$ cat src/rtl/sram_dual_port_arbiter_pkg.sv
// Shared geometry, tag sizing and the SRAM command record for the
// dual-port SRAM arbiter.
package sram_arb_pkg;

    localparam int NUM_REQ_DEF = 4;
    localparam int ADDR_W_DEF  = 8;
    localparam int DATA_W_DEF  = 16;
    localparam int NUM_PORTS   = 2;

    // A single requester still needs a one-bit tag.
    function automatic int tag_width(input int n);
        return (n < 2) ? 1 : $clog2(n);
    endfunction

    localparam int TAG_W = tag_width(NUM_REQ_DEF);

    typedef struct packed {
        logic                  rd;
        logic                  wr;
        logic [ADDR_W_DEF-1:0] addr;
        logic [DATA_W_DEF-1:0] data;
        logic [TAG_W-1:0]      tag;
    } sram_cmd_t;

    localparam sram_cmd_t CMD_IDLE = '0;

endpackage

$ cat src/rtl/sram_dual_port_arbiter_if.sv
// Requester-side bus of the arbiter: flattened per-requester request
// fields, the combinational grant and the one-cycle completion pulse.
interface sram_dual_port_arbiter_if
    import sram_arb_pkg::*;
#(
    parameter int NUM_REQ = NUM_REQ_DEF,
    parameter int ADDR_W  = ADDR_W_DEF,
    parameter int DATA_W  = DATA_W_DEF
);

    logic [NUM_REQ-1:0]        Req_Valid_In;
    logic [NUM_REQ-1:0]        Req_Write_In;
    logic [NUM_REQ*ADDR_W-1:0] Req_Addr_In;
    logic [NUM_REQ*DATA_W-1:0] Req_Data_In;
    logic [NUM_REQ-1:0]        Req_Ready_Out;
    logic [NUM_REQ-1:0]        Rsp_Valid_Out;
    logic [NUM_REQ*DATA_W-1:0] Rsp_Data_Out;

    modport master (
        output Req_Valid_In, Req_Write_In, Req_Addr_In, Req_Data_In,
        input  Req_Ready_Out, Rsp_Valid_Out, Rsp_Data_Out
    );

    modport slave (
        input  Req_Valid_In, Req_Write_In, Req_Addr_In, Req_Data_In,
        output Req_Ready_Out, Rsp_Valid_Out, Rsp_Data_Out
    );

endinterface

$ cat src/rtl/sram_dual_port_arbiter_rr_find_first.sv
// Rotating priority encoder: first set bit of req at or after start,
// wrapping modulo N.
module rr_find_first #(
    parameter int N     = 4,
    parameter int IDX_W = 2
) (
    input  logic [N-1:0]     req,
    input  logic [IDX_W-1:0] start,
    output logic [N-1:0]     onehot,
    output logic [IDX_W-1:0] idx,
    output logic             found
);

    logic [IDX_W:0] pos;

    // Walk from the farthest offset back to start so the nearest hit wins.
    always_comb begin
        onehot = '0;
        idx    = '0;
        found  = 1'b0;
        pos    = '0;
        for (int k = N - 1; k >= 0; k--) begin
            pos = {1'b0, start} + (IDX_W + 1)'(k);
            if (pos >= (IDX_W + 1)'(N)) pos = pos - (IDX_W + 1)'(N);
            if (req[pos[IDX_W-1:0]]) begin
                found = 1'b1;
                idx   = pos[IDX_W-1:0];
            end
        end
        if (found) onehot[idx] = 1'b1;
    end

endmodule

$ cat src/rtl/sram_dual_port_arbiter.sv
// Round-robin arbiter granting up to two requesters per cycle onto the two
// ports of a shared SRAM, with same-address hazard serialization.
module sram_dual_port_arbiter
    import sram_arb_pkg::*;
#(
    parameter int NUM_REQ = NUM_REQ_DEF,
    parameter int ADDR_W  = ADDR_W_DEF,
    parameter int DATA_W  = DATA_W_DEF
) (
    input  logic                     Clk_In,
    input  logic                     Reset_In,
    sram_dual_port_arbiter_if.slave  req_bus,
    output logic [ADDR_W-1:0]        Port_A_Address_Out,
    output logic [DATA_W-1:0]        Port_A_Data_Out,
    output logic                     Port_A_Write_Enable,
    output logic                     Port_A_Read_Enable,
    input  logic [DATA_W-1:0]        Port_A_Data_In,
    output logic [ADDR_W-1:0]        Port_B_Address_Out,
    output logic [DATA_W-1:0]        Port_B_Data_Out,
    output logic                     Port_B_Write_Enable,
    output logic                     Port_B_Read_Enable,
    input  logic [DATA_W-1:0]        Port_B_Data_In
);

    localparam int IDX_W = tag_width(NUM_REQ);

    typedef struct packed {
        logic              rd;
        logic              wr;
        logic [ADDR_W-1:0] addr;
        logic [DATA_W-1:0] data;
        logic [IDX_W-1:0]  tag;
    } cmd_t;

    logic [NUM_REQ-1:0]             req_vld;
    logic [NUM_REQ-1:0]             req_wr;
    logic [NUM_REQ-1:0][ADDR_W-1:0] req_addr;
    logic [NUM_REQ-1:0][DATA_W-1:0] req_data;

    assign req_vld  = req_bus.Req_Valid_In;
    assign req_wr   = req_bus.Req_Write_In;
    assign req_addr = req_bus.Req_Addr_In;
    assign req_data = req_bus.Req_Data_In;

    logic [IDX_W-1:0]   ptr_q, ptr_d;
    logic [NUM_REQ-1:0] oh_a, oh_b;
    logic [IDX_W-1:0]   idx_a, idx_b;
    logic               fnd_a, fnd_b;
    logic               hazard, gnt_a, gnt_b;

    rr_find_first #(.N(NUM_REQ), .IDX_W(IDX_W)) u_find_a (
        .req    (req_vld),
        .start  (ptr_q),
        .onehot (oh_a),
        .idx    (idx_a),
        .found  (fnd_a)
    );

    // Same rotation with the first winner masked yields the runner-up.
    rr_find_first #(.N(NUM_REQ), .IDX_W(IDX_W)) u_find_b (
        .req    (req_vld & ~oh_a),
        .start  (ptr_q),
        .onehot (oh_b),
        .idx    (idx_b),
        .found  (fnd_b)
    );

    assign hazard = fnd_b && (req_addr[idx_a] == req_addr[idx_b]) &&
                    (req_wr[idx_a] || req_wr[idx_b]);
    assign gnt_a  = Reset_In && fnd_a;
    assign gnt_b  = Reset_In && fnd_b && !hazard;

    assign req_bus.Req_Ready_Out = ({NUM_REQ{gnt_a}} & oh_a) | ({NUM_REQ{gnt_b}} & oh_b);

    function automatic logic [IDX_W-1:0] wrap_inc(input logic [IDX_W-1:0] i);
        return (int'(i) == NUM_REQ - 1) ? '0 : i + 1'b1;
    endfunction

    // Port B's winner is always later in the rotation than port A's.
    always_comb begin
        ptr_d = ptr_q;
        if (gnt_b)      ptr_d = wrap_inc(idx_b);
        else if (gnt_a) ptr_d = wrap_inc(idx_a);
    end

    cmd_t cmd_a_q, cmd_a_d, cmd_b_q, cmd_b_d;

    function automatic cmd_t issue(input cmd_t prev, input logic gnt, input logic [IDX_W-1:0] idx,
                                   input logic wr, input logic [ADDR_W-1:0] addr,
                                   input logic [DATA_W-1:0] data);
        cmd_t c;
        c    = prev;
        c.rd = 1'b0;
        c.wr = 1'b0;
        if (gnt) begin
            c.rd   = !wr;
            c.wr   = wr;
            c.addr = addr;
            c.data = data;
            c.tag  = idx;
        end
        return c;
    endfunction

    always_comb begin
        cmd_a_d = issue(cmd_a_q, gnt_a, idx_a, req_wr[idx_a], req_addr[idx_a], req_data[idx_a]);
        cmd_b_d = issue(cmd_b_q, gnt_b, idx_b, req_wr[idx_b], req_addr[idx_b], req_data[idx_b]);
    end

    always_ff @(posedge Clk_In or negedge Reset_In) begin
        if (!Reset_In) begin
            ptr_q   <= '0;
            cmd_a_q <= '0;
            cmd_b_q <= '0;
        end else begin
            ptr_q   <= ptr_d;
            cmd_a_q <= cmd_a_d;
            cmd_b_q <= cmd_b_d;
        end
    end

    assign Port_A_Address_Out  = cmd_a_q.addr;
    assign Port_A_Data_Out     = cmd_a_q.data;
    assign Port_A_Write_Enable = cmd_a_q.wr;
    assign Port_A_Read_Enable  = cmd_a_q.rd;
    assign Port_B_Address_Out  = cmd_b_q.addr;
    assign Port_B_Data_Out     = cmd_b_q.data;
    assign Port_B_Write_Enable = cmd_b_q.wr;
    assign Port_B_Read_Enable  = cmd_b_q.rd;

    logic [NUM_REQ-1:0]             rsp_vld_d, rsp_vld_q;
    logic [NUM_REQ-1:0][DATA_W-1:0] rsp_data_d, rsp_data_q;

    // The two ports always carry distinct tags, so their completions never collide.
    always_comb begin
        rsp_vld_d  = '0;
        rsp_data_d = '0;
        if (cmd_a_q.rd || cmd_a_q.wr) begin
            rsp_vld_d[cmd_a_q.tag]  = 1'b1;
            rsp_data_d[cmd_a_q.tag] = cmd_a_q.rd ? Port_A_Data_In : '0;
        end
        if (cmd_b_q.rd || cmd_b_q.wr) begin
            rsp_vld_d[cmd_b_q.tag]  = 1'b1;
            rsp_data_d[cmd_b_q.tag] = cmd_b_q.rd ? Port_B_Data_In : '0;
        end
    end

    always_ff @(posedge Clk_In or negedge Reset_In) begin
        if (!Reset_In) begin
            rsp_vld_q  <= '0;
            rsp_data_q <= '0;
        end else begin
            rsp_vld_q <= rsp_vld_d;
            for (int i = 0; i < NUM_REQ; i++) begin
                if (rsp_vld_d[i]) rsp_data_q[i] <= rsp_data_d[i];
            end
        end
    end

    assign req_bus.Rsp_Valid_Out = rsp_vld_q;
    assign req_bus.Rsp_Data_Out  = rsp_data_q;

endmodule

$ cat src/flat_wrapper.sv
// flat-port wrapper written by rule: the top's interface ports become plain ports
module sram_dual_port_arbiter_flat import sram_arb_pkg::*;
#(
    parameter int NUM_REQ = NUM_REQ_DEF,
    parameter int ADDR_W  = ADDR_W_DEF,
    parameter int DATA_W  = DATA_W_DEF
)
  (Clk_In, Reset_In, Port_A_Address_Out, Port_A_Data_Out, Port_A_Write_Enable, Port_A_Read_Enable, Port_A_Data_In, Port_B_Address_Out, Port_B_Data_Out, Port_B_Write_Enable, Port_B_Read_Enable, Port_B_Data_In, req_bus_Req_Valid_In, req_bus_Req_Write_In, req_bus_Req_Addr_In, req_bus_Req_Data_In, req_bus_Req_Ready_Out, req_bus_Rsp_Valid_Out, req_bus_Rsp_Data_Out);
  sram_dual_port_arbiter_if #(.NUM_REQ(NUM_REQ), .ADDR_W(ADDR_W), .DATA_W(DATA_W)) req_bus_i ();
  input  logic Clk_In;
  input  logic Reset_In;
  output logic [ADDR_W-1:0] Port_A_Address_Out;
  output logic [DATA_W-1:0] Port_A_Data_Out;
  output logic Port_A_Write_Enable;
  output logic Port_A_Read_Enable;
  input  logic [DATA_W-1:0] Port_A_Data_In;
  output logic [ADDR_W-1:0] Port_B_Address_Out;
  output logic [DATA_W-1:0] Port_B_Data_Out;
  output logic Port_B_Write_Enable;
  output logic Port_B_Read_Enable;
  input  logic [DATA_W-1:0] Port_B_Data_In;
  input wire logic [$bits(req_bus_i.Req_Valid_In)-1:0] req_bus_Req_Valid_In;
  input wire logic [$bits(req_bus_i.Req_Write_In)-1:0] req_bus_Req_Write_In;
  input wire logic [$bits(req_bus_i.Req_Addr_In)-1:0] req_bus_Req_Addr_In;
  input wire logic [$bits(req_bus_i.Req_Data_In)-1:0] req_bus_Req_Data_In;
  output wire logic [$bits(req_bus_i.Req_Ready_Out)-1:0] req_bus_Req_Ready_Out;
  output wire logic [$bits(req_bus_i.Rsp_Valid_Out)-1:0] req_bus_Rsp_Valid_Out;
  output wire logic [$bits(req_bus_i.Rsp_Data_Out)-1:0] req_bus_Rsp_Data_Out;
  assign req_bus_i.Req_Valid_In = req_bus_Req_Valid_In;
  assign req_bus_i.Req_Write_In = req_bus_Req_Write_In;
  assign req_bus_i.Req_Addr_In = req_bus_Req_Addr_In;
  assign req_bus_i.Req_Data_In = req_bus_Req_Data_In;
  assign req_bus_Req_Ready_Out = req_bus_i.Req_Ready_Out;
  assign req_bus_Rsp_Valid_Out = req_bus_i.Rsp_Valid_Out;
  assign req_bus_Rsp_Data_Out = req_bus_i.Rsp_Data_Out;
  sram_dual_port_arbiter #(.NUM_REQ(NUM_REQ), .ADDR_W(ADDR_W), .DATA_W(DATA_W)) u_core (.Clk_In(Clk_In), .Reset_In(Reset_In), .req_bus(req_bus_i), .Port_A_Address_Out(Port_A_Address_Out), .Port_A_Data_Out(Port_A_Data_Out), .Port_A_Write_Enable(Port_A_Write_Enable), .Port_A_Read_Enable(Port_A_Read_Enable), .Port_A_Data_In(Port_A_Data_In), .Port_B_Address_Out(Port_B_Address_Out), .Port_B_Data_Out(Port_B_Data_Out), .Port_B_Write_Enable(Port_B_Write_Enable), .Port_B_Read_Enable(Port_B_Read_Enable), .Port_B_Data_In(Port_B_Data_In));
endmodule
$ cat config.mk
export PLATFORM = sky130hd
export DESIGN_NAME = sram_dual_port_arbiter_flat
export DESIGN_NICKNAME = d
export VERILOG_FILES = /design/src/rtl/sram_dual_port_arbiter_pkg.sv /design/src/rtl/sram_dual_port_arbiter_if.sv /design/src/rtl/sram_dual_port_arbiter_rr_find_first.sv /design/src/rtl/sram_dual_port_arbiter.sv /design/src/flat_wrapper.sv
export SDC_FILE = /design/constraint.sdc
export NUM_CORES = 1
export LEC_CHECK = 0
export BUFFER_PORTS_ARGS = -buffer_cell sky130_fd_sc_hd__buf_4
export CORE_UTILIZATION = 55
export CTS_BUF_LIST = sky130_fd_sc_hd__clkbuf_4
export DETAILED_ROUTE_END_ITERATION = 6
export PLACE_DENSITY_LB_ADDON = 0.05
export SKIP_LAST_GASP = 1
export SYNTH_ARGS = -nofsm -noshare
export SYNTH_HDL_FRONTEND = slang
export SYNTH_HIERARCHICAL = 1
export SYNTH_SLANG_ARGS = --single-unit
$ cat constraint.sdc
create_clock -name Clk_In -period 11.3 [get_ports Clk_In]
set_input_delay 2.26 -clock Clk_In [delete_from_list [all_inputs] [get_ports Clk_In]]
set_output_delay 2.26 -clock Clk_In [all_outputs]
set_load 0.005 [all_outputs]
==> impl_metrics.py, run 1 <==
metrics = {
    "timing": {
        "max_slew.worst_pin.slew_ps": 1350,
        "finalSetupViolations": 0,
        "rsz0062_at_grt": "false",
        "hold_viol_final": 0,
        "tns_ps": 0,
        "max_slew_margin_pct": 9.23,
        "fin_skew_ps": 22.9,
        "period_minus_slack_ps": 8680,
        "max_freq_mhz": 115,
        "slew_violations": 0,
        "period_share_pct": 76.8,
    },
    "clock_tree": {
        "cts_resized": 0,
        "cts_sinks": 126,
        "cts_setup_buffers": 0,
        "clk_path_buf_depth": 2,
        "hold_buffers": 0,
        "htree_levels": 4,
        "tritoncts": "yes",
        "cts_root_buffer": "clkbuf_4",
        "clock_latency_ps": 540,
        "path_clk_slew_ps": 90,
        "cts_buffers": 17,
    },
    "power_and_ir_drop": {
        "power_frac_seq_pct": 35.3,
        "switching_share_pct": 37.7,
        "power_density_nw_per_um2": 246,
        "leakage_uw": 0.00421,
        "peakVddDrop_mv": 0.181,
        "comb_power_share_pct": 53.9,
        "p_switching_uw": 871,
        "internal-power_uw": 1440,
        "pwr-share-clk_pct": 10.8,
    },
    "routing": {
        "postRouteAntennaNets": 0,
        "top_layer_used": "met4",
        "viasPerCell": 6.24,
        "dr_wl_met2_mm": 9.92,
        "drt-pass1-iter-count": 6,
        "routed_wl_mm": 20.9,
        "wl_per_cell_um": 20.6,
        "dr_total_vias": 6311,
        "wl_met3_mm": 1.94,
        "drtIter0Drc": 659,
        "wl_met1_mm": 8.36,
        "drc": 0,
    },
    "synthesis": {
        "yosys_most_used_dff": "dfrtp_1",
        "synthMuxAreaShare_pct": 24.5,
        "synthAdderAreaFrac_pct": 0.332,
        "synth_area_per_cell_sq_um": 11.8,
        "synth_area_leaders": "dfrtp_1 42%, mux4_2 15%, a32oi_1 7.4%, buf_4 5.6%, a21oi_1 4.8%",
        "synth_top_area_share_pct": 41.8,
        "synth_edf_count": 0,
        "synth-seq-cells": 126,
        "synth_cell_types": 39,
        "synthXorXnorAreaFrac_pct": 0.929,
        "synth_nets": 782,
        "synth_top_family_by_area": "multiplexers",
        "synth_seq_area_share_pct": 41.8,
        "synth_top_area_cell": "dfrtp_1",
        "syn_area_sq_um": 7550,
        "synth-compound-area-share_pct": 18.1,
        "synth_warnings": 6,
        "yosys.area_share.simple_pct": 4.81,
        "netlist_instances": 642,
        "ys_async_sr_fraction_pct": 100,
    },
    "final_layout": {
        "post-route-util_pct": 70.8,
        "nNetsFinal": 965,
        "drive_above_1_share_pct": 50.2,
        "final_common_cell": "buf_4",
        "nFillCells": 1015,
        "final_cell_mix": "276 x buf_4, 124 x dfrtp_1, 73 x a21oi_1",
        "syn_to_final_growth_pct": 24.7,
    },
    "floorplanning": {
        "die-area_sq_um": 14200,
        "ios": 262,
        "die_h_um": 119,
        "rows": 42,
        "core_sq_um": 13300,
        "initial_core_util_pct": 56.8,
        "fp.dieW_um": 119,
    },
    "global_route": {
        "antenna_found_initial": 1,
        "grt_first_pass_wirelength_mm": 33.1,
        "gr-usage-all-layers_pct": 30.4,
        "grt_start_max_net_pins": 75,
        "overflow": 0,
        "grt_pass1_vias": 6307,
    },
    "critical_path": {
        "path_class": "input port to output pin",
        "reg2reg_slack_ps": 6300,
        "worstPathRequired_ps": 9040,
        "cp-end-kind": "output pin",
        "path_max_fanout": 34,
        "r2r_start": "u_core/ptr_q[1]$_DFFE_PN0P_",
        "reg2reg_to": "u_core/cmd_b_q[1]$_DFFE_PN0N_",
        "crit_arrival_ps": 6420,
        "critPathLaunchType": "input port",
        "ff2ff_path_depth": 12,
    },
    "hold_path": {
        "hold_start": "u_core/Port_A_Data_Out[5]$_DFFE_PN0P_",
        "hold_depth": 1,
        "hp-class": "flip-flop to flip-flop",
        "min_to": "u_core/Port_A_Data_Out[5]$_DFFE_PN0P_",
    },
    "status": {
        "outcome": "completed",
    },
    "run": {
        "cap_viol_max_count": 0,
    },
    "placement": {
        "dp_hpwl_mm": 14.9,
        "io_buffers": 261,
        "gp_congestion": 0.857,
    },
}
-- kinds of logic after synthesis --
logic type,count (synthesis)
AO/OA/AOI/OAI,206
flip-flops,126
buffers and inverters,121
multiplexers,107
AND/OR/NAND/NOR,72
XOR/XNOR,8
adder cells (fa/ha/maj),2
-- layer usage --
metal / up-vias / track usage, %
li1: 2828 / -
met1: 3068 / 40.4
met2: 364 / 47.4
met3: 51 / 7.57
met4: 0 / 13.1
met5: - / 0
-- layout make-up --
type / count / area, sq um / area share, %
Multi-Input combinational cell: 395 / 3710 / 39.5
Clock buffer: 24 / 180 / 1.92
Sequential cell: 126 / 3160 / 33.5
Antenna cell: 1 / 2.50 / 0.0266
Timing Repair Buffer: 277 / 2080 / 22.1
Tap cell: 176 / 220 / 2.34
Inverter: 8 / 30.0 / 0.319
Clock inverter: 5 / 21.3 / 0.226
-- power groups by stage --
stage	clock, uW	combinational, uW	sequential (uW)
after floorplan	0	889	761
after global placement	0	1210	814
after detailed placement	0	1250	819
after CTS	257	1250	813
after global routing	276	1340	840
final	250	1250	816
-- critical path, stage by stage --
cell and delay [ps]:
buf_4 140, nor2_1 170, o21ai_0 150, a21boi_0 330, nor2b_1 250, mux2i_1 190
o22ai_1 130, a31oi_4 170, buf_4 450, mux4_2 610, xnor2_1 200, nand4_1 130
o311a_2 710, a32o_1 360, buf_4 130
-- worst max-delay path by stage --
stage | start | end | slack (ps) | cells after the start
2_1_floorplan | req_bus_Req_Valid_In[1] | req_bus_Req_Ready_Out[0] | 3760 | 18
3_3_place_gp | req_bus_Req_Valid_In[2] | req_bus_Req_Ready_Out[0] | 2800 | 14
3_5_place_dp | req_bus_Req_Valid_In[2] | req_bus_Req_Ready_Out[3] | 2630 | 14
4_1_cts | req_bus_Req_Valid_In[2] | req_bus_Req_Ready_Out[3] | 2630 | 14
5_1_grt | req_bus_Req_Valid_In[2] | req_bus_Req_Ready_Out[2] | 2320 | 14
6_report | req_bus_Req_Valid_In[3] | req_bus_Req_Ready_Out[0] | 2620 | 15
-- through the flow --
| step | power (uW) | worst slack (ps) | hold slack [ps] | cell area [sq um] | cells |
|---|---|---|---|---|---|
| floorplan | 1650 | 3760 | 481 | 7550 | 642 |
| global route | 2460 | 2320 | 528 | 9410 | 1012 |
| CTS | 2320 | 2630 | 515 | 9400 | 1011 |
| global placement | 2030 | 2800 | 491 | 9200 | 982 |
| detailed placement | 2070 | 2630 | 494 | 9200 | 982 |
| finish | 2310 | 2620 | 513 | 9410 | 1012 |
-- registers in the layout (all words and copies together), names as in the netlist --
signal	flops
u_core/req_bus.Rsp_Data_Out	64
u_core/Port_A_Data_Out	16
u_core/Port_B_Data_Out	16
u_core/Port_A_Address_Out	8
u_core/Port_B_Address_Out	8
u_core/req_bus.Rsp_Valid_Out	4
u_core/cmd_a_q	2
u_core/cmd_b_q	2
u_core/ptr_q	2
u_core/Port_A_Read_Enable	1
u_core/Port_A_Write_Enable	1
u_core/Port_B_Read_Enable	1
u_core/Port_B_Write_Enable	1
-- synth_stat cells, types with 3 or more instances --
library cell,count
dfrtp_1,126
a21oi_1,73
a32oi_1,64
buf_4,56
mux4_2,50
clkbuf_1,41
o21ai_0,36
nand3_1,33
mux2_2,31
mux2_4,23
nor2_1,12
nor2b_1,9
o21ai_1,9
inv_1,8
xnor2_1,8
buf_6,7
buf_1,6
nand2_1,6
a32o_1,4
and2_1,4
o221a_2,4
buf_2,3
mux2i_1,3
No activity file was read; power rests on OpenSTA's default activity.
==> run 2: changes to the inputs <==
--- a/config.mk
+++ b/config.mk
@@ -6,7 +6,7 @@
 export NUM_CORES = 1
 export LEC_CHECK = 0
 export BUFFER_PORTS_ARGS = -buffer_cell sky130_fd_sc_hd__buf_4
-export CORE_UTILIZATION = 55
+export CORE_UTILIZATION = 47
 export CTS_BUF_LIST = sky130_fd_sc_hd__clkbuf_4
 export DETAILED_ROUTE_END_ITERATION = 6
 export PLACE_DENSITY_LB_ADDON = 0.05
==> constraint.sdc (replaced) <==
create_clock -name Clk_In -period 7 [get_ports Clk_In]
set_input_delay 1.4 -clock Clk_In [delete_from_list [all_inputs] [get_ports Clk_In]]
set_output_delay 1.4 -clock Clk_In [all_outputs]
set_load 0.005 [all_outputs]
==> run 2 against run 1 <==
  * Cell area is 2.2% higher
  * Critical endpoint is now req_bus_Req_Ready_Out[2]
  * Largest power group unchanged
  * Final cell count is 4.1% higher
  * Non-clock buffer count is 3 higher
  * Hold slack better by 8.4 ps
  * Combinational power is 64% higher
  * Sequential share of layout area is 0.73 points lower
  * Worst setup slack worse by 2100 ps
  * Flip-flop and latch count stayed put
==> impl_metrics.py, run 2 (synthesized netlist as in run 1, its figures left out) <==
metrics = {
    "floorplanning": {
        "core_sq_um": 15400,
        "ios": 262,
        "die-area_sq_um": 16600,
        "fp.dieW_um": 129,
        "die_h_um": 129,
        "rows": 45,
        "initial_core_util_pct": 48.9,
    },
    "critical_path": {
        "crit_arrival_ps": 5070,
        "cpLargestDelayFamily": "compound AO/OA/AOI/OAI gates",
        "r2r_start": "u_core/ptr_q[1]$_DFFE_PN0P_",
        "cpMostUsedCell": "buf_4",
        "crit_path_cell_trace": "buf_4 -> a21oi_1 -> o221a_2 -> nor2b_1 -> a21boi_1 -> o22ai_1 -> a31oi_4 -> buf_4 -> mux4_2 -> o21ai_1 -> o311a_2 -> a32o_1 -> buf_4",
        "reg2reg_slack_ps": 1880,
        "critPathLaunchType": "input port",
        "path_max_fanout": 20,
        "reg2reg_to": "u_core/cmd_b_q[1]$_DFFE_PN0N_",
        "worstPathRequired_ps": 5600,
        "cp-end-kind": "output pin",
        "crit_buf_inv": 3,
        "slowest_delay_ps": 590,
        "ff2ff_path_depth": 12,
        "cp_slowest_cell": "mux4_2",
        "path_class": "input port to output pin",
    },
    "clock_tree": {
        "cts_root_buffer": "clkbuf_4",
        "clk_path_buf_depth": 2,
        "tritoncts": "yes",
        "cts_resized": 0,
        "htree_levels": 4,
        "cts_sinks": 126,
        "path_clk_slew_ps": 110,
        "hold_buffers": 0,
        "cts_buffers": 17,
        "clock_latency_ps": 550,
        "cts_setup_buffers": 0,
    },
    "routing": {
        "dr_total_vias": 6412,
        "viasPerCell": 6.09,
        "postRouteAntennaNets": 0,
        "drtIter0Drc": 420,
        "drt-pass1-iter-count": 6,
        "drc": 0,
        "wl_per_cell_um": 20.2,
        "routed_wl_mm": 21.3,
    },
    "hold_path": {
        "hold_depth": 1,
        "hp-class": "flip-flop to flip-flop",
        "hold_start": "u_core/Port_A_Data_Out[4]$_DFFE_PN0P_",
        "min_to": "u_core/Port_A_Data_Out[4]$_DFFE_PN0P_",
    },
    "timing": {
        "period_share_pct": 92.4,
        "tns_ps": 0,
        "period_minus_slack_ps": 6470,
        "slew_violations": 0,
        "fin_skew_ps": 19.2,
        "hold_viol_final": 0,
        "rsz0062_at_grt": "false",
        "max_slew.worst_pin.slew_ps": 1220,
        "finalSetupViolations": 0,
        "max_freq_mhz": 155,
        "max_slew_margin_pct": 18.0,
    },
    "power_and_ir_drop": {
        "leakage_uw": 0.00428,
        "peakVddDrop_mv": 0.162,
        "power_density_nw_per_um2": 410,
    },
    "final_layout": {
        "nNetsFinal": 968,
        "postLayoutCellArea_sq_um": 9620,
        "drive_above_1_share_pct": 50.8,
        "final_cell_mix": "279 x buf_4, 124 x dfrtp_1, 73 x a21oi_1",
        "largest_register_ffs": 64,
        "final_common_cell": "buf_4",
        "syn_to_final_growth_pct": 27.4,
    },
    "global_route": {
        "gr-usage-all-layers_pct": 26.8,
        "grt_start_max_net_pins": 70,
        "overflow": 0,
        "grt_first_pass_wirelength_mm": 33.8,
        "antenna_found_initial": 1,
        "grt_pass1_vias": 6514,
    },
    "status": {
        "outcome": "completed",
    },
    "placement": {
        "place_area_sq_um": 9270,
        "dp_hpwl_mm": 15.2,
        "io_buffers": 261,
        "gp_congestion": 0.846,
    },
    "run": {
        "cap_viol_max_count": 0,
    },
}
[run 2: cell count changes in the layout (fill, tap and decap cells not counted), sizes merged]
cell and change:
buf +3, bufinv +5, clkbuf -7, clkinvlp +3
inv +2
[run 2: worst max-delay path by stage]
stage	startpoint	to	slack [ps]	depth (start not counted)
after floorplan	req_bus_Req_Valid_In[1]	req_bus_Req_Ready_Out[0]	1180	18
after global placement	req_bus_Req_Valid_In[2]	req_bus_Req_Ready_Out[2]	770	13
after detailed placement	req_bus_Req_Valid_In[2]	req_bus_Req_Ready_Out[2]	520	13
after CTS	req_bus_Req_Valid_In[2]	req_bus_Req_Ready_Out[2]	510	13
after global routing	u_core/ptr_q[1]$_DFFE_PN0P_	req_bus_Req_Ready_Out[2]	260	12
final	req_bus_Req_Valid_In[2]	req_bus_Req_Ready_Out[2]	530	13
[run 2: power by group]
group	total, uW	internal (uW)	switching (uW)
sequential	1290	1050	239
combinational	2050	1120	925
clock	606	318	288
total	3940	2490	1450
[run 2: area by class of cell]
| cell class | instances | area, sq um |
|---|---|---|
| antenna | 1 | 2.50 |
| clock buffer | 17 | 128 |
| clock inverter | 15 | 218 |
| fill | 1299 | 5810 |
| inverter | 8 | 30.0 |
| multi-input combinational | 395 | 3710 |
| sequential | 126 | 3160 |
| tap | 211 | 264 |
| timing repair buffer | 280 | 2110 |
[run 2: per-layer routing]
metal	part of all wire (%)	vias up	track usage (%)
met4	2.4	0	11.1
met3	7.8	39	6.40
li1	-	2832	-
met2	49	341	44.2
met1	40	3200	34.0
met5	0	-	0
[run 2: stage by stage]
step / total power (uW) / std cells / hold slack [ps] / setup slack, ps / utilization (%)
3_3_place_gp: 3290 / 1020 / 492 / 774 / 60.1
3_5_place_dp: 3350 / 1020 / 494 / 524 / 60.1
5_1_grt: 4210 / 1053 / 538 / 257 / 62.3
6_report: 3940 / 1053 / 522 / 529 / 62.3
2_1_floorplan: 2660 / 642 / 481 / 1180 / -
4_1_cts: 3970 / 1052 / 521 / 507 / 62.3
[run 2: worst register-to-register path: cells and delay by family, from the launching register on]
family | cells | cell delay, ps
compound gates | 6 | 1670
buf+inv | 3 | 1150
mux | 2 | 1000
flops | 1 | 790
simple gates | 1 | 400
